<file path="src/rtl/clk_div_pkg.sv">
// Shared constants and ratio helpers for the programmable clock divider.
// Optional phase-restart input is enabled with the CLKDIV_SYNC_EN macro.
package clk_div_pkg;

    localparam int DEFAULT_DIV = 2;
    localparam int MIN_DIV     = 2;
    localparam int MAX_CW      = 16;

    // Ratios 0 and 1 cannot produce a clock, so they fold onto the minimum ratio.
    function automatic logic [MAX_CW-1:0] clamp_div(input logic [MAX_CW-1:0] d);
        return (d < 16'(MIN_DIV)) ? 16'(MIN_DIV) : d;
    endfunction

    // High time of one period; odd ratios get the extra cycle high.
    function automatic logic [MAX_CW-1:0] high_time(input logic [MAX_CW-1:0] a);
        return a - (a >> 1);
    endfunction

endpackage

</file>
<file path="src/rtl/clk_div_chan.sv">
// One divider channel: counter, active ratio and registered clk_out/tick.
// With CLKDIV_SYNC_EN defined, a sync port restarts the period at phase 0.
module clk_div_chan
    import clk_div_pkg::*;
#(
    parameter int CW      = 8,
    parameter int DEF_DIV = DEFAULT_DIV
) (
    input  logic          clk,
    input  logic          rst,
    input  logic          en,
`ifdef CLKDIV_SYNC_EN
    input  logic          sync,
`endif
    input  logic [CW-1:0] div_val,
    output logic          clk_out,
    output logic          tick
);

    logic [CW-1:0] cnt;
    logic [CW-1:0] act;
    logic [CW-1:0] cnt_nxt;
    logic [CW-1:0] act_nxt;
    logic [CW-1:0] div_clamped;
    logic [CW-1:0] high_nxt;
    logic          out_q;
    logic          tck_q;

    // The requested ratio is only picked up at terminal count, so a period
    // in flight always completes at the ratio it started with.
    always_comb begin
        div_clamped = CW'(clamp_div(16'(div_val)));
        cnt_nxt     = cnt + CW'(1);
        act_nxt     = act;
        if (cnt == act - CW'(1)) begin
            cnt_nxt = '0;
            act_nxt = div_clamped;
        end
        high_nxt = CW'(high_time(16'(act_nxt)));
    end

    always_ff @(posedge clk or posedge rst) begin
        if (rst) begin
            cnt   <= '0;
            act   <= CW'(DEF_DIV);
            out_q <= 1'b0;
            tck_q <= 1'b0;
        end
`ifdef CLKDIV_SYNC_EN
        else if (sync) begin
            cnt   <= '0;
            act   <= div_clamped;
            out_q <= 1'b1;
            tck_q <= 1'b1;
        end
`endif
        else if (en) begin
            cnt   <= cnt_nxt;
            act   <= act_nxt;
            out_q <= (cnt_nxt < high_nxt);
            tck_q <= (cnt_nxt == '0);
        end else begin
            tck_q <= 1'b0;
        end
    end

    assign clk_out = out_q;
    assign tick    = tck_q;

endmodule

</file>
<file path="src/rtl/clk_div_prog.sv">
// Multi-channel programmable clock divider; one clk_div_chan per channel.
// Optional sync port (phase restart of all channels) under CLKDIV_SYNC_EN.
module clk_div_prog
    import clk_div_pkg::*;
#(
    parameter int NCH     = 2,
    parameter int CW      = 8,
    parameter int DEF_DIV = DEFAULT_DIV
) (
    input  logic              clk,
    input  logic              rst,
    input  logic              en,
    input  logic [NCH*CW-1:0] div_val,
`ifdef CLKDIV_SYNC_EN
    input  logic              sync,
`endif
    output logic [NCH-1:0]    clk_out,
    output logic [NCH-1:0]    tick
);

    for (genvar k = 0; k < NCH; k++) begin : g_chan
        clk_div_chan #(
            .CW      (CW),
            .DEF_DIV (DEF_DIV)
        ) u_chan (
            .clk     (clk),
            .rst     (rst),
            .en      (en),
`ifdef CLKDIV_SYNC_EN
            .sync    (sync),
`endif
            .div_val (div_val[k*CW +: CW]),
            .clk_out (clk_out[k]),
            .tick    (tick[k])
        );
    end

endmodule

</file>
<file path="config.mk">
export PLATFORM = sky130hd
export DESIGN_NAME = clk_div_prog
export DESIGN_NICKNAME = d
export VERILOG_FILES = /design/src/rtl/clk_div_pkg.sv /design/src/rtl/clk_div_chan.sv /design/src/rtl/clk_div_prog.sv
export SDC_FILE = /design/constraint.sdc
export NUM_CORES = 1
export LEC_CHECK = 0
export BUFFER_PORTS_ARGS = -buffer_cell sky130_fd_sc_hd__buf_2
export CAP_MARGIN = 20
export CORE_MARGIN = 2
export CORE_UTILIZATION = 29
export CTS_BUF_LIST = sky130_fd_sc_hd__clkbuf_4
export DETAILED_ROUTE_END_ITERATION = 6
export REMOVE_ABC_BUFFERS = 1
export SYNTH_ARGS = -nofsm -noshare
export SYNTH_HDL_FRONTEND = slang
export SYNTH_HIERARCHICAL = 1
export SYNTH_SLANG_ARGS = --single-unit
</file>
<file path="constraint.sdc">
create_clock -name clk -period 6.1 [get_ports clk]
set_input_delay 0.61 -clock clk [delete_from_list [all_inputs] [get_ports clk]]
set_output_delay 0.61 -clock clk [all_outputs]
set_load 0.01 [all_outputs]
</file>
=== After elaboration in Yosys (flattened, before gate mapping) ===
Cells that the tools add are included.

* $add $sub $neg: 6
* $lt $le $gt $ge: 4
* Equal/unequal tests: 2
* Multiplexer cells: 8
* Reductions and logical operators: 2

{| class="wikitable"
|+ Operators by type and width
! operator !! count
|-
| $mux 8 || 6
|-
| $add 8x1->8 const B || 2
|-
| $eq 8x8->1 || 2
|-
| $logic_not 8->1 || 2
|-
| $lt 8x2->1 const B || 2
|-
| $lt 8x8->1 || 2
|-
| $sub 8x1->8 const B || 2
|-
| $sub 8x7->8 || 2
|-
| $mux 1 || 2
|}

* Bits in registers: 36
* Input bits: 19
* Output and inout port bits: 4
* Word-level logic and storage cells: 30

=== Logic depth before layout (Yosys ltp) ===
Gate-level depths: netlist (run 1).

* Depth after elaboration: 5
* Mapped depth: 24
* Gate-level depth less buffers: 22

=== Hierarchy ===
Netlist (run 1), hierarchy kept.

{| class="wikitable"
|+ Modules (own cells, without submodules)
! module !! times used !! cells each !! area an instance (um^2) !! sequential area each (um^2)
|-
| clk_div_chan at g_chan[0].u_chan || 1 || 210 || 1835.5 || 451.7
|-
| clk_div_chan at g_chan[1].u_chan || 1 || 204 || 1813.0 || 451.7
|}

=== Least setup slack after synthesis (run 1) ===
Ideal clock, no wire load.

* Path kind: register to register
* Start: reg g_chan[1].u_chan.act[0]
* End: reg g_chan[1].u_chan.out_q
* Library setup time: 104 ps
* Arrival: 4333 ps
* Required time: 5996 ps
* Path slack: 1664 ps
* Stages on the path, launching flop included: 21
* Path buffers: 3
* Period minus slack after synthesis: 4436 ps
* Cells stage by stage: dfrtp_1 buf_6 nor4_2 mux2_2 o311ai_2 and4_1 buf_6 buf_6 mux2i_1 inv_1 ha_1 nor2b_1 o21ai_0 nand2b_1 a21o_1 a21oi_1 xor2_1 ha_1 and3_1 a22o_1 o41ai_2

* Cells in the longest elaborated chain, start to end: 5
* Elaborated cells between the ends (all ways): 6
* Classes of those cells: 2 x add/sub; 1 x order compare; 1 x eq/ne; 2 x mux

{| class="wikitable"
|+ RTL lines
! item !! RTL line !! source
|-
| start, declared || clk_div_chan.sv:21 || <nowiki>logic [CW-1:0] act;</nowiki>
|-
| start signal, assigned || clk_div_chan.sv:45 || <nowiki>act <= CW'(DEF_DIV);</nowiki>
|-
| start signal, assigned || clk_div_chan.sv:59 || <nowiki>act <= act_nxt;</nowiki>
|-
| $sub 8x1->8 || clk_div_chan.sv:35 || <nowiki>if (cnt == act - CW'(1)) begin</nowiki>
|-
| $eq 8x8->1 || clk_div_chan.sv:35 ||
|-
| $mux 8 || clk_div_chan.sv:35 ||
|-
| via g_chan[1].u_chan.act_nxt[2] || clk_div_chan.sv:23 || <nowiki>logic [CW-1:0] act_nxt;</nowiki>
|-
| $sub 8x7->8 || clk_div_pkg.sv:16 || <nowiki>return a - (a >> 1);</nowiki>
|-
| $lt 8x8->1 || clk_div_chan.sv:60 || <nowiki>out_q <= (cnt_nxt < high_nxt);</nowiki>
|-
| end signal, assigned || clk_div_chan.sv:60 ||
|-
| end, declared || clk_div_chan.sv:26 || <nowiki>logic out_q;</nowiki>
|}

The timed path passes the listed nets, and every way through them passes these cells.
A chain may end at the register's enable or synchronous reset.

=== Worst setup path after layout (run 1) ===
* Start: reg g_chan[0].u_chan.act[0]
* End: reg g_chan[0].u_chan.out_q

* Cells in the longest elaborated chain, start to end: 5
* Elaborated cells between the ends (all ways): 6
* Classes of those cells: 2 x add/sub; 1 x order compare; 1 x eq/ne; 2 x mux

{| class="wikitable"
|+ RTL lines
! item !! RTL line
|-
| start, declared || clk_div_chan.sv:21
|-
| start signal, assigned || clk_div_chan.sv:45
|-
| start signal, assigned || clk_div_chan.sv:59
|-
| $sub 8x1->8 || clk_div_chan.sv:35
|-
| $eq 8x8->1 || clk_div_chan.sv:35
|-
| $mux 8 || clk_div_chan.sv:35
|-
| via g_chan[0].u_chan.act_nxt[2] || clk_div_chan.sv:23
|-
| $sub 8x7->8 || clk_div_pkg.sv:16
|-
| $lt 8x8->1 || clk_div_chan.sv:60
|-
| end signal, assigned || clk_div_chan.sv:60
|-
| end, declared || clk_div_chan.sv:26
|}

The timed path passes the listed nets, and every way through them passes these cells.

==> results of run 1 <==
==> synthesized netlist by cell type (3+ instances only) <==
cell and number:
nor3_1 9, a21oi_1 17, and2_1 4, ha_1 32, nor2b_1 11, mux2_4 8
and3_1 3, inv_1 25, nand3_1 10, a31oi_1 6, nor2_1 24, nand2_1 22
nand2b_1 17, o21ai_0 29, a41oi_1 3, clkbuf_1 8, mux2_2 6, xor2_1 14
o2bb2ai_1 3, mux2_1 7, buf_6 4, dfrtp_1 34, nor3b_1 3, mux2i_1 13
xnor2_1 19, nand3b_1 3, o21a_1 3, o221ai_1 4, or3_1 6, or2_2 3
buf_2 8, nor4_1 5, a21o_1 7, a21boi_0 5
==> layout make-up <==
class                      instances  area, µm²  area share, %
clock buffer                       6      45.04          1.153
clock inverter                     2      7.507         0.1922
inverter                          27      101.3          2.594
multi-input combinational        329       2514          64.35
sequential                        36      903.4          23.13
tap                              168      210.2          5.381
timing repair buffer              24      125.1          3.203
==> layer usage <==
layer | up-vias | share of wire, % | track usage, %
li1 | 1505 | - | -
met1 | 1400 | 47 | 16.31
met2 | 54 | 48 | 21.75
met3 | 5 | 3.7 | 2.543
met4 | 0 | 0.56 | 2.222
met5 | - | 0 | 0
==> stage by stage <==
stage	total power [mW]	std cells	utilization, %	hold WS [ns]	cell area (µm²)
2_1_floorplan	1.027	392	-	0.5102	3518
3_3_place_gp	1.186	584	31.69	0.4685	3854
3_5_place_dp	1.212	584	31.69	0.4664	3854
4_1_cts	1.355	592	32.12	0.3624	3906
5_1_grt	1.493	592	32.12	0.3911	3906
6_report	1.345	592	32.12	0.3579	3906
==> worst max-delay path by stage <==
stage	start	end	slack (ns)	cells after the start
2_1_floorplan	g_chan[0].u_chan/act[1]$_DFFE_PP1P_	g_chan[0].u_chan/clk_out$_DFFE_PP0P_	1.24	21
3_3_place_gp	g_chan[1].u_chan/act[0]$_DFFE_PP0P_	g_chan[1].u_chan/clk_out$_DFFE_PP0P_	1.19	17
3_5_place_dp	g_chan[0].u_chan/act[0]$_DFFE_PP0P_	g_chan[0].u_chan/clk_out$_DFFE_PP0P_	1.13	21
4_1_cts	g_chan[0].u_chan/act[0]$_DFFE_PP0P_	g_chan[0].u_chan/clk_out$_DFFE_PP0P_	1.09	21
5_1_grt	g_chan[0].u_chan/act[0]$_DFFE_PP0P_	g_chan[0].u_chan/clk_out$_DFFE_PP0P_	0.59	21
6_report	g_chan[0].u_chan/act[0]$_DFFE_PP0P_	g_chan[0].u_chan/clk_out$_DFFE_PP0P_	1.06	21
==> registers in the layout, indices dropped and copies added, names as in the netlist <==
register	count
g_chan.u_chan/cnt	16
g_chan.u_chan/tick	2
g_chan.u_chan/act	16
g_chan.u_chan/clk_out	2
==> power by group through the flow <==
stage | combinational (mW) | clock, mW | sequential [mW]
2_1_floorplan | 0.645 | 0 | 0.382
3_3_place_gp | 0.773 | 0 | 0.413
3_5_place_dp | 0.798 | 0 | 0.414
4_1_cts | 0.806 | 0.139 | 0.411
5_1_grt | 0.919 | 0.150 | 0.424
6_report | 0.802 | 0.132 | 0.411
==> kinds of logic (layout without fill, tap and decap cells) <==
family | count (synthesis) | count (layout) | share of synthesized area, %
mux | 35 | 35 | 11.25
xor+xnor | 33 | 33 | 7.922
fa+ha+maj | 34 | 34 | 12.07
buf+inv | 49 | 59 | 6.344
simple gates | 133 | 133 | 20.30
compound gates | 94 | 94 | 17.35
flops | 36 | 36 | 24.76
==> impl_metrics.prom, run 1 <==
# TYPE chip_impl_metric gauge
chip_impl_info{name="outcome",value="finished, final reports clean"} 1
chip_impl_metric{name="cts_setup_buffers",unit=""} 0
chip_impl_metric{name="synthCells",unit=""} 414
chip_impl_metric{name="maxClockFrequency",unit="GHz"} 0.1986
chip_impl_metric{name="postSynthAreaPerCell",unit="µm²"} 8.813
chip_impl_metric{name="ys_ff_latch",unit=""} 36
chip_impl_metric{name="vias",unit=""} 2964
chip_impl_metric{name="power.net_switching",unit="µW"} 603.6
chip_impl_metric{name="drt_iter0_drc",unit=""} 135
chip_impl_metric{name="clock_skew",unit="ns"} 0.01935
chip_impl_metric{name="final_min_period_over_clock_period",unit="%"} 82.56
chip_impl_metric{name="num_io_pins",unit=""} 23
chip_impl_metric{name="num_antenna_cells",unit=""} 0
chip_impl_metric{name="place.port_buffers",unit=""} 22
chip_impl_metric{name="clkPwrFrac",unit="%"} 9.8
chip_impl_info{name="unrepaired_setup_endpoints_after_global_routing",value="no"} 1
chip_impl_metric{name="seq_area_frac_synth",unit="%"} 24.76
chip_impl_metric{name="maxSlewHeadroom",unit="%"} 49.68
chip_impl_info{name="cp_top_family",value="simple AND/OR/NAND/NOR gates"} 1
chip_impl_info{name="path_common_cell",value="ha_1"} 1
chip_impl_metric{name="dpl.hpwl",unit="µm"} 6252
chip_impl_metric{name="post_drt_wl_per_cell",unit="µm"} 13.66
chip_impl_metric{name="route.antenna.remaining_nets",unit=""} 0
chip_impl_metric{name="syn-cell-area",unit="µm²"} 3648
chip_impl_metric{name="die_area",unit="µm²"} 13490
chip_impl_metric{name="final_net_count",unit=""} 476
chip_impl_metric{name="finalHoldViolations",unit=""} 0
chip_impl_metric{name="drtPass1Iterations",unit=""} 4
chip_impl_metric{name="final_period_minus_worst_setup_slack",unit="ns"} 5.036
chip_impl_metric{name="dp_worst_setup_slack",unit="ns"} 1.132
chip_impl_metric{name="grt_pass1_vias",unit=""} 2819
chip_impl_info{name="timing.setup.critical_path_class",value="reg2reg"} 1
chip_impl_metric{name="worst_skew_pair.late_latency",unit="ns"} 0.36
chip_impl_info{name="rr_endpoint",value="g_chan[0].u_chan/clk_out$_DFFE_PP0P_"} 1
chip_impl_metric{name="comb_power_share",unit="%"} 59.6
chip_impl_metric{name="reg2reg_depth",unit=""} 21
chip_impl_metric{name="grt_max_degree",unit=""} 21
chip_impl_metric{name="worstPathArrival",unit="ns"} 5.33
chip_impl_metric{name="clk_transition_reported_paths",unit="ns"} 0.12
chip_impl_metric{name="number_of_enable_type_register_cells_in_the_synthesized_netlist",unit=""} 0
chip_impl_info{name="cts.root.buffer_cell",value="clkbuf_4"} 1
chip_impl_metric{name="critical_path_buf_inv_count",unit=""} 2
chip_impl_metric{name="internal_power",unit="µW"} 741.5
chip_impl_metric{name="core",unit="µm²"} 12160
chip_impl_info{name="reg2reg_from",value="g_chan[0].u_chan/act[0]$_DFFE_PP0P_"} 1
chip_impl_metric{name="finalWorstSetupSlack",unit="ns"} 1.064
chip_impl_metric{name="totalWireLength",unit="µm"} 8089
chip_impl_info{name="clock_tree_from_tritoncts",value="done"} 1
chip_impl_metric{name="vias_per_cell",unit=""} 5.007
chip_impl_metric{name="antenna_found_initial",unit=""} 0
chip_impl_info{name="layout_common_cells",value="dfrtp_1 (34), ha_1 (32), o21ai_0 (29), inv_1 (25), nor2_1 (24)"} 1
chip_impl_info{name="final_common_cell",value="dfrtp_1"} 1
chip_impl_metric{name="netlist.area_leader.share",unit="%"} 23.32
chip_impl_info{name="cp_slowest_cell",value="nand4b_1"} 1
chip_impl_metric{name="ys_warn_count",unit=""} 6
chip_impl_metric{name="cap_violations",unit=""} 0
chip_impl_metric{name="crit_path_max_incr_delay",unit="ns"} 0.51
chip_impl_info{name="yosys_most_used_dff",value="dfrtp_1"} 1
chip_impl_metric{name="h-tree-depth",unit=""} 2
chip_impl_metric{name="track_usage",unit="%"} 12.51
chip_impl_metric{name="grt_remaining_overflow",unit=""} 0
chip_impl_info{name="setup.worst_path.start_class",value="flop"} 1
chip_impl_metric{name="cts_hold_buf",unit=""} 0
chip_impl_metric{name="final.setup.tns",unit="ns"} 0
chip_impl_info{name="timing.critical_path.cells",value="inv_1 > ha_1 > nor3b_1 > nand2b_1 > o2111a_1 > nand4b_1 > mux2i_1 > inv_1 > ha_1 > nor2b_1 > o21ai_0 > nand2b_1 > a21o_1 > a21oi_1 > xor2_1 > ha_1 > nor2b_1 > o21ai_0 > nand3b_1 > a2111oi_0 > a21o_1"} 1
chip_impl_metric{name="place.gp.congestion",unit=""} 0.7981
chip_impl_info{name="min-delay-path-class",value="in2async"} 1
chip_impl_metric{name="switching_share",unit="%"} 44.87
chip_impl_metric{name="grt_first_pass_wirelength",unit="µm"} 13510
chip_impl_metric{name="worst_ir_drop_vdd",unit="V"} 0.0003149
chip_impl_metric{name="tritoncts.num_buffers",unit=""} 5
chip_impl_metric{name="die_width",unit="µm"} 116.2
chip_impl_metric{name="total_leakage_power",unit="nW"} 1.764
chip_impl_metric{name="cts-resized-gates",unit=""} 0
chip_impl_metric{name="cts_max_path_buffers",unit=""} 2
chip_impl_info{name="endpoint_kind",value="flop"} 1
chip_impl_metric{name="timing.critical_path.fanout_max",unit=""} 13
chip_impl_metric{name="drive_gt1_share",unit="%"} 13.21
chip_impl_metric{name="numClockSinks",unit=""} 36
chip_impl_metric{name="drc",unit=""} 0
chip_impl_metric{name="area_delta_synth_final",unit="%"} 7.065
chip_impl_metric{name="placement_rows",unit=""} 40
chip_impl_metric{name="async_set_reset_flop_share_out_of_synthesis",unit="%"} 100.0
chip_impl_metric{name="finalSetupViolCount",unit=""} 0
chip_impl_metric{name="die_height",unit="µm"} 116.2
chip_impl_metric{name="timing_worst_slew_pin_value",unit="ns"} 0.7539
chip_impl_metric{name="fillCellCount",unit=""} 1287
chip_impl_info{name="ys_top_cells_by_area",value="dfrtp_1 (23%), ha_1 (11%), xnor2_1 (4.6%)"} 1
chip_impl_metric{name="required",unit="ns"} 6.40
chip_impl_metric{name="number_of_library_cell_types_mapped_by_synthesis",unit=""} 60
chip_impl_metric{name="timing_max_transition_violations_final",unit=""} 0
chip_impl_metric{name="p_per_area",unit="nW/µm²"} 344.4
chip_impl_metric{name="floorplan.initialDensity",unit="%"} 30.00
chip_impl_info{name="synth_top_area_cell",value="dfrtp_1"} 1
chip_impl_metric{name="seq_power_share",unit="%"} 30.6
chip_impl_metric{name="reg2reg_slack",unit="ns"} 1.06
No activity file was read; power rests on OpenSTA's default activity.
==> run 2, diff against run 1 <==
- ABC_AREA: unset -> 1
- clock period: 6.1 -> 4.8 ns (I/O delays scaled with it)
==> run 2 against run 1 <==
Effect of this change:
- global-route usage grew 0.93 points
- utilization grew 0.92 points
- synthesized cell count is 23% higher
- maximum frequency grew 15%
- critical path type unchanged
==> impl_metrics.prom, run 2 <==
# TYPE chip_impl_metric gauge
chip_impl_info{name="outcome",value="finished, final reports clean"} 1
chip_impl_metric{name="vias",unit=""} 3127
chip_impl_metric{name="hold_ws",unit="ns"} 0.2466
chip_impl_metric{name="place.gp.congestion",unit=""} 0.8383
chip_impl_metric{name="floorplan.initialDensity",unit="%"} 30.07
chip_impl_metric{name="route.antenna.remaining_nets",unit=""} 0
chip_impl_metric{name="antenna_found_initial",unit=""} 0
chip_impl_metric{name="drtPass1Iterations",unit=""} 4
chip_impl_metric{name="worstPathArrival",unit="ns"} 4.65
chip_impl_metric{name="cts_max_path_buffers",unit=""} 2
chip_impl_metric{name="total_leakage_power",unit="nW"} 2.179
chip_impl_metric{name="clk_transition_reported_paths",unit="ns"} 0.13
chip_impl_metric{name="number_of_enable_type_register_cells_in_the_synthesized_netlist",unit=""} 0
chip_impl_info{name="biggestRegsByFlops",value="g_chan.u_chan/act: 16 flops, g_chan.u_chan/cnt: 16 flops"} 1
chip_impl_info{name="synth_top_area_cell",value="dfrtp_1"} 1
chip_impl_metric{name="ys_warn_count",unit=""} 6
chip_impl_metric{name="timing_worst_slew_pin_value",unit="ns"} 0.8664
chip_impl_metric{name="worst_ir_drop_vdd",unit="V"} 0.0002459
chip_impl_info{name="timing.critical_path.from",value="g_chan[0].u_chan/act[1]$_DFFE_PP1P_"} 1
chip_impl_info{name="layout_common_cells",value="nand2_1 (146), inv_1 (85), nor2_1 (43), o21ai_0 (37), dfrtp_1 (34)"} 1
chip_impl_metric{name="async_set_reset_flop_share_out_of_synthesis",unit="%"} 100.0
chip_impl_info{name="yosys_most_used_dff",value="dfrtp_1"} 1
chip_impl_metric{name="post_drt_wl_per_cell",unit="µm"} 11.98
chip_impl_metric{name="cts_setup_buffers",unit=""} 0
chip_impl_metric{name="drive_gt1_share",unit="%"} 13.51
chip_impl_metric{name="grt_max_degree",unit=""} 34
chip_impl_metric{name="die_area",unit="µm²"} 12830
chip_impl_metric{name="totalWireLength",unit="µm"} 8101
chip_impl_metric{name="core",unit="µm²"} 11520
chip_impl_metric{name="post_dp_cell_area",unit="µm²"} 3700
chip_impl_metric{name="syn-cell-area",unit="µm²"} 3463
chip_impl_metric{name="grt_first_pass_wirelength",unit="µm"} 14150
chip_impl_metric{name="maxClockFrequency",unit="GHz"} 0.2292
chip_impl_metric{name="placement_rows",unit=""} 39
chip_impl_metric{name="netlist.area_leader.share",unit="%"} 24.57
chip_impl_info{name="critical_path_end",value="g_chan[0].u_chan/clk_out$_DFFE_PP0P_"} 1
chip_impl_metric{name="final_net_count",unit=""} 585
chip_impl_metric{name="reg2reg_slack",unit="ns"} 0.44
chip_impl_metric{name="clock_skew",unit="ns"} 0.01266
chip_impl_metric{name="final.setup.tns",unit="ns"} 0
chip_impl_metric{name="final_period_minus_worst_setup_slack",unit="ns"} 4.363
chip_impl_info{name="setup.worst_path.start_class",value="flop"} 1
chip_impl_metric{name="final-instance-count-excl-fill",unit=""} 676
chip_impl_info{name="cts.root.buffer_cell",value="clkbuf_4"} 1
chip_impl_metric{name="postSynthAreaPerCell",unit="µm²"} 6.778
chip_impl_info{name="clock_tree_from_tritoncts",value="done"} 1
chip_impl_metric{name="reg2reg_depth",unit=""} 27
chip_impl_metric{name="grt_pass1_vias",unit=""} 3004
chip_impl_metric{name="grt_remaining_overflow",unit=""} 0
chip_impl_info{name="rr_endpoint",value="g_chan[0].u_chan/clk_out$_DFFE_PP0P_"} 1
chip_impl_info{name="ys_top_cells_by_area",value="dfrtp_1 (25%), nand2_1 (16%), ha_1 (12%)"} 1
chip_impl_metric{name="dp_cells",unit=""} 668
chip_impl_metric{name="final_min_period_over_clock_period",unit="%"} 90.90
chip_impl_metric{name="drt_iter0_drc",unit=""} 209
chip_impl_metric{name="finalSetupViolCount",unit=""} 0
chip_impl_info{name="synth_commonest_cells",value="nand2_1 (146), inv_1 (85), nor2_1 (44)"} 1
chip_impl_metric{name="num_io_pins",unit=""} 23
chip_impl_metric{name="timing_max_transition_violations_final",unit=""} 0
chip_impl_metric{name="vias_per_cell",unit=""} 4.626
chip_impl_metric{name="die_height",unit="µm"} 113.3
chip_impl_metric{name="dpl.hpwl",unit="µm"} 6372
chip_impl_metric{name="area_delta_synth_final",unit="%"} 9.863
chip_impl_metric{name="die_width",unit="µm"} 113.3
chip_impl_metric{name="maxSlewHeadroom",unit="%"} 42.18
chip_impl_info{name="post-synth-top-count-cell",value="nand2_1"} 1
chip_impl_info{name="final_common_cell",value="nand2_1"} 1
chip_impl_info{name="timing.setup.critical_path_class",value="reg2reg"} 1
chip_impl_metric{name="h-tree-depth",unit=""} 2
chip_impl_metric{name="dp_worst_setup_slack",unit="ns"} 0.3791
chip_impl_metric{name="finalWorstSetupSlack",unit="ns"} 0.4367
chip_impl_metric{name="timing.critical_path.fanout_max",unit=""} 10
chip_impl_info{name="endpoint_kind",value="flop"} 1
chip_impl_metric{name="drc",unit=""} 0
chip_impl_metric{name="finalHoldViolations",unit=""} 0
chip_impl_info{name="reg2reg_from",value="g_chan[0].u_chan/act[1]$_DFFE_PP1P_"} 1
chip_impl_metric{name="ys_ff_latch",unit=""} 36
chip_impl_metric{name="final_standard_cell_area_without_fillers",unit="µm²"} 3805
chip_impl_info{name="min-delay-path-class",value="in2async"} 1
chip_impl_metric{name="required",unit="ns"} 5.09
chip_impl_metric{name="num_antenna_cells",unit=""} 0
chip_impl_metric{name="synthCells",unit=""} 511
chip_impl_metric{name="number_of_library_cell_types_mapped_by_synthesis",unit=""} 33
chip_impl_metric{name="cap_violations",unit=""} 0
chip_impl_metric{name="worst_skew_pair.late_latency",unit="ns"} 0.35
chip_impl_metric{name="place.port_buffers",unit=""} 22
chip_impl_metric{name="track_usage",unit="%"} 13.45
chip_impl_metric{name="seq_area_frac_synth",unit="%"} 26.08
chip_impl_metric{name="p_per_area",unit="nW/µm²"} 700.6
chip_impl_metric{name="tritoncts.num_buffers",unit=""} 5
chip_impl_metric{name="numClockSinks",unit=""} 36
## run 2: cell types whose count changed after synthesis, sizes merged, moves of 16 or more
cell	before	now
nand2	23	148
inv	26	91
nor2	24	50
o21ai	29	53
mux2	21	0
nand2b	17	0
nand3	10	26
## run 2: what timing repair did
action | 4_1_cts | 5_1_grt
hold buffers | 0 | 0
endpoints found under the hold margin | 0 | 0
resized for setup | 0 | 6
endpoints found under the setup margin | 0 | 2
## run 2: worst min-delay path by stage
stage                                              start                              endpoint  slack, ns  cells after the start
floorplan                                            rst   g_chan[0].u_chan/act[0]$_DFFE_PP0P_       0.42                      1
global placement    g_chan[0].u_chan/clk_out$_DFFE_PP0P_  g_chan[0].u_chan/clk_out$_DFFE_PP0P_       0.47                      2
detailed placement  g_chan[0].u_chan/clk_out$_DFFE_PP0P_  g_chan[0].u_chan/clk_out$_DFFE_PP0P_       0.47                      2
CTS                                                  rst   g_chan[1].u_chan/cnt[3]$_DFFE_PP0P_       0.26                      2
global route                                         rst   g_chan[1].u_chan/cnt[3]$_DFFE_PP0P_       0.29                      2
finish                                               rst  g_chan[1].u_chan/clk_out$_DFFE_PP0P_       0.25                      2
## run 2: cell type report
cell class              count  area, µm²
multi-input cells         374       2176
inverters                  91      341.6
repair buffers             24      125.1
well taps                 143      178.9
flip-flops and latches     36      903.4
clock inverters             2      35.03
clock buffers               6      45.04
fillers                  1230       7711
## run 2: where the power goes
part / internal (mW) / total (mW) / switching, mW
clock: 0.115 / 0.226 / 0.111
sequential: 0.397 / 0.506 / 0.109
combinational: 0.801 / 1.93 / 1.13
total: 1.31 / 2.67 / 1.35
## run 2: kinds of logic after synthesis
group	count (synthesis)	share of synthesized area, %
XOR/XNOR	22	5.564
buffers and inverters	101	11.81
AO/OA/AOI/OAI	75	13.51
flip-flops	36	26.08
adder cells (fa/ha/maj)	34	12.72
AND/OR/NAND/NOR	243	30.31
## run 2: per-layer routing
metal  vias up  global-route usage (%)  part of all wire (%)  wire, µm
met5         -                       0                     0         0
met4         0                   2.439                  0.31        25
met3         2                   1.768                   2.8       225
met2        40                   23.15                    47      3820
met1      1431                   18.23                    50      4029
li1       1654                       -                     -         -
## run 2: worst max-delay path: stages (launching register included)
cell and delay [ns]:
dfstp_2 0.59, inv_1 0.07, ha_1 0.28, nand2_1 0.07, inv_1 0.04, nor2_1 0.07
nand2_1 0.05, nor2_1 0.10, nand3_1 0.07, nor2_1 0.17, nand3_4 0.16, o21ai_2 0.20
inv_1 0.11, ha_1 0.36, a21oi_1 0.17, o21ai_0 0.15, a21o_1 0.19, nand2_1 0.05
nand2_1 0.07, a21o_1 0.17, a21oi_1 0.17, xor2_1 0.18, ha_1 0.26, nand2_1 0.09
nor2_1 0.04, a2111oi_0 0.27, nand2_1 0.10, nand2_1 0.06
## run 2: per-stage QoR
step | power, mW | utilization (%)
after floorplan | 2.025 | -
after global placement | 2.351 | 32.13
after detailed placement | 2.423 | 32.13
after CTS | 2.672 | 32.82
after global routing | 3.034 | 33.04
final | 2.666 | 33.04
==> run 3, diff against run 2 <==
- CORE_UTILIZATION: 29 -> 60
- PLACE_DENSITY: unset -> 0.79
==> run 3 against run 2 <==
Effect of this change:
- worst hold slack worse by 0.013 ns
- sequential cell count unchanged
- critical path depth unchanged
- worst setup slack worse by 0.010 ns
- register-to-register slack about the same
- combinational power about the same
- maximum frequency down 0.24%
- routed wire length down 6.4%
- utilization up 34 points
- largest power group unchanged
==> impl_metrics.prom, run 3 (synthesized netlist as in run 2, its figures left out) <==
# TYPE chip_impl_metric gauge
chip_impl_info{name="outcome",value="finished, final reports clean"} 1
chip_impl_metric{name="grt_max_degree",unit=""} 34
chip_impl_metric{name="total_leakage_power",unit="nW"} 2.173
chip_impl_metric{name="dpl.hpwl",unit="µm"} 6051
chip_impl_metric{name="floorplan.initialDensity",unit="%"} 62.51
chip_impl_metric{name="p_per_area",unit="nW/µm²"} 704.7
chip_impl_metric{name="route.antenna.remaining_nets",unit=""} 0
chip_impl_info{name="clock_tree_from_tritoncts",value="done"} 1
chip_impl_metric{name="final.setup.tns",unit="ns"} 0
chip_impl_metric{name="cap_violations",unit=""} 0
chip_impl_info{name="timing.setup.critical_path_class",value="reg2reg"} 1
chip_impl_metric{name="totalWireLength",unit="µm"} 7585
chip_impl_metric{name="post_dp_cell_area",unit="µm²"} 3611
chip_impl_metric{name="tritoncts.num_buffers",unit=""} 5
chip_impl_info{name="endpoint_kind",value="flop"} 1
chip_impl_metric{name="post_drt_wl_per_cell",unit="µm"} 12.50
chip_impl_metric{name="required",unit="ns"} 5.08
chip_impl_metric{name="timing_worst_slew_pin_value",unit="ns"} 0.8496
chip_impl_metric{name="die_width",unit="µm"} 79.98
chip_impl_metric{name="cts_max_path_buffers",unit=""} 2
chip_impl_info{name="path_common_cell",value="nand2_1"} 1
chip_impl_metric{name="drt_iter0_drc",unit=""} 106
chip_impl_info{name="biggestRegsByFlops",value="g_chan.u_chan/act: 16 flops, g_chan.u_chan/cnt: 16 flops"} 1
chip_impl_metric{name="grt_first_pass_wirelength",unit="µm"} 12590
chip_impl_metric{name="finalHoldViolations",unit=""} 0
chip_impl_metric{name="drtPass1Iterations",unit=""} 4
chip_impl_metric{name="dp_worst_setup_slack",unit="ns"} 0.2939
chip_impl_metric{name="fillCellCount",unit=""} 510
chip_impl_metric{name="timing_max_transition_violations_final",unit=""} 0
chip_impl_info{name="unrepaired_setup_endpoints_after_global_routing",value="no"} 1
chip_impl_metric{name="final_standard_cell_area_without_fillers",unit="µm²"} 3701
chip_impl_info{name="cts.root.buffer_cell",value="clkbuf_4"} 1
chip_impl_info{name="layout_common_cells",value="nand2_1 (146), inv_1 (85), nor2_1 (43), o21ai_0 (39), dfrtp_1 (34)"} 1
chip_impl_metric{name="final-instance-count-excl-fill",unit=""} 607
chip_impl_metric{name="clock_skew",unit="ns"} 0.001907
chip_impl_info{name="min-delay-path-class",value="in2async"} 1
chip_impl_metric{name="grt_remaining_overflow",unit=""} 0
chip_impl_metric{name="place.port_buffers",unit=""} 22
chip_impl_metric{name="timing.critical_path.fanout_max",unit=""} 12
chip_impl_metric{name="maxSlewHeadroom",unit="%"} 43.30
chip_impl_metric{name="core",unit="µm²"} 5540
chip_impl_metric{name="worst_ir_drop_vdd",unit="V"} 0.0004551
chip_impl_info{name="setup.worst_path.start_class",value="flop"} 1
chip_impl_metric{name="finalWorstSetupSlack",unit="ns"} 0.4263
chip_impl_metric{name="h-tree-depth",unit=""} 2
chip_impl_metric{name="maxClockFrequency",unit="GHz"} 0.2286
chip_impl_info{name="final_common_cell",value="nand2_1"} 1
chip_impl_info{name="cp_slowest_cell",value="dfstp_2"} 1
chip_impl_metric{name="place.gp.congestion",unit=""} 0.8692
chip_impl_metric{name="num_io_pins",unit=""} 23
chip_impl_metric{name="design_power_total",unit="mW"} 2.608
chip_impl_metric{name="drc",unit=""} 0
chip_impl_metric{name="track_usage",unit="%"} 25.03
chip_impl_metric{name="vias_per_cell",unit=""} 5.204
chip_impl_metric{name="drive_gt1_share",unit="%"} 13.46
chip_impl_metric{name="worst_skew_pair.late_latency",unit="ns"} 0.34
chip_impl_metric{name="cts_hold_buf",unit=""} 0
chip_impl_metric{name="worstPathArrival",unit="ns"} 4.66
chip_impl_metric{name="final_net_count",unit=""} 588
chip_impl_metric{name="area_delta_synth_final",unit="%"} 6.864
chip_impl_metric{name="clk_transition_reported_paths",unit="ns"} 0.11
chip_impl_metric{name="dp_cells",unit=""} 597
chip_impl_metric{name="hold_ws",unit="ns"} 0.2335
chip_impl_metric{name="placement_rows",unit=""} 27
chip_impl_metric{name="grt_pass1_vias",unit=""} 2996
chip_impl_metric{name="utilization",unit="%"} 66.80
chip_impl_metric{name="num_antenna_cells",unit=""} 0
chip_impl_metric{name="finalSetupViolCount",unit=""} 0
chip_impl_metric{name="die_height",unit="µm"} 79.98
chip_impl_metric{name="die_area",unit="µm²"} 6396
chip_impl_metric{name="final_min_period_over_clock_period",unit="%"} 91.12
chip_impl_metric{name="antenna_found_initial",unit=""} 0
chip_impl_metric{name="critical_path_buf_inv_count",unit=""} 3
chip_impl_metric{name="final_period_minus_worst_setup_slack",unit="ns"} 4.374
chip_impl_metric{name="crit_path_max_incr_delay",unit="ns"} 0.59
chip_impl_metric{name="numClockSinks",unit=""} 36
chip_impl_info{name="cp_top_family",value="compound AO/OA/AOI/OAI gates"} 1
chip_impl_metric{name="vias",unit=""} 3159
[run 3: changes by cell type in the layout (fill, tap and decap cells not counted), moves of 2 or more]
cell	previous run	this run
o21ai_1	4	2
o21ai_0	37	39
clkinv_1	0	2
buf_4	2	4
[run 3: timing repair]
action | 4_1_cts | 5_1_grt
setup endpoints to repair | 0 | 2
setup buffers | 0 | 3
gates resized for setup | 0 | 5
[run 3: routing by layer]
metal	global-route usage (%)	up-vias	wire length, µm
met4	11.36	0	257
li1	-	1663	-
met3	2.489	19	184
met5	0	-	0
met1	28.95	1423	3345
met2	46.08	54	3798
[run 3: power by group]
| part | total, mW | switching, mW | internal, mW |
|---|---|---|---|
| registers | 0.507 | 0.110 | 0.397 |
| clock network | 0.152 | 0.101 | 0.0512 |
| logic | 1.95 | 1.15 | 0.795 |
[run 3: layout make-up]
class / count / area (µm²) / share of cell area (%)
well taps: 72 / 90.09 / 2.434
repair buffers: 27 / 151.4 / 4.091
clock buffers: 5 / 37.54 / 1.014
multi-input cells: 374 / 2170 / 58.62
inverters: 91 / 341.6 / 9.229
clock inverters: 2 / 7.507 / 0.2028
flip-flops and latches: 36 / 903.4 / 24.41
[run 3: worst paths after layout]
check	depth (start not counted)	slack, ns	to	from
worst max-delay path	27	0.43	g_chan[0].u_chan/clk_out$_DFFE_PP0P_	g_chan[0].u_chan/act[1]$_DFFE_PP1P_
worst min-delay path	2	0.23	g_chan[1].u_chan/cnt[0]$_DFFE_PP0P_	rst
worst max register to register	27	0.43	g_chan[0].u_chan/clk_out$_DFFE_PP0P_	g_chan[0].u_chan/act[1]$_DFFE_PP1P_
worst min register to register	2	0.49	g_chan[1].u_chan/clk_out$_DFFE_PP0P_	g_chan[1].u_chan/clk_out$_DFFE_PP0P_
max in group asynchronous	2	4.09	g_chan[0].u_chan/cnt[5]$_DFFE_PP0P_	rst
min in group clk	2	0.45	g_chan[1].u_chan/act[0]$_DFFE_PP0P_	en
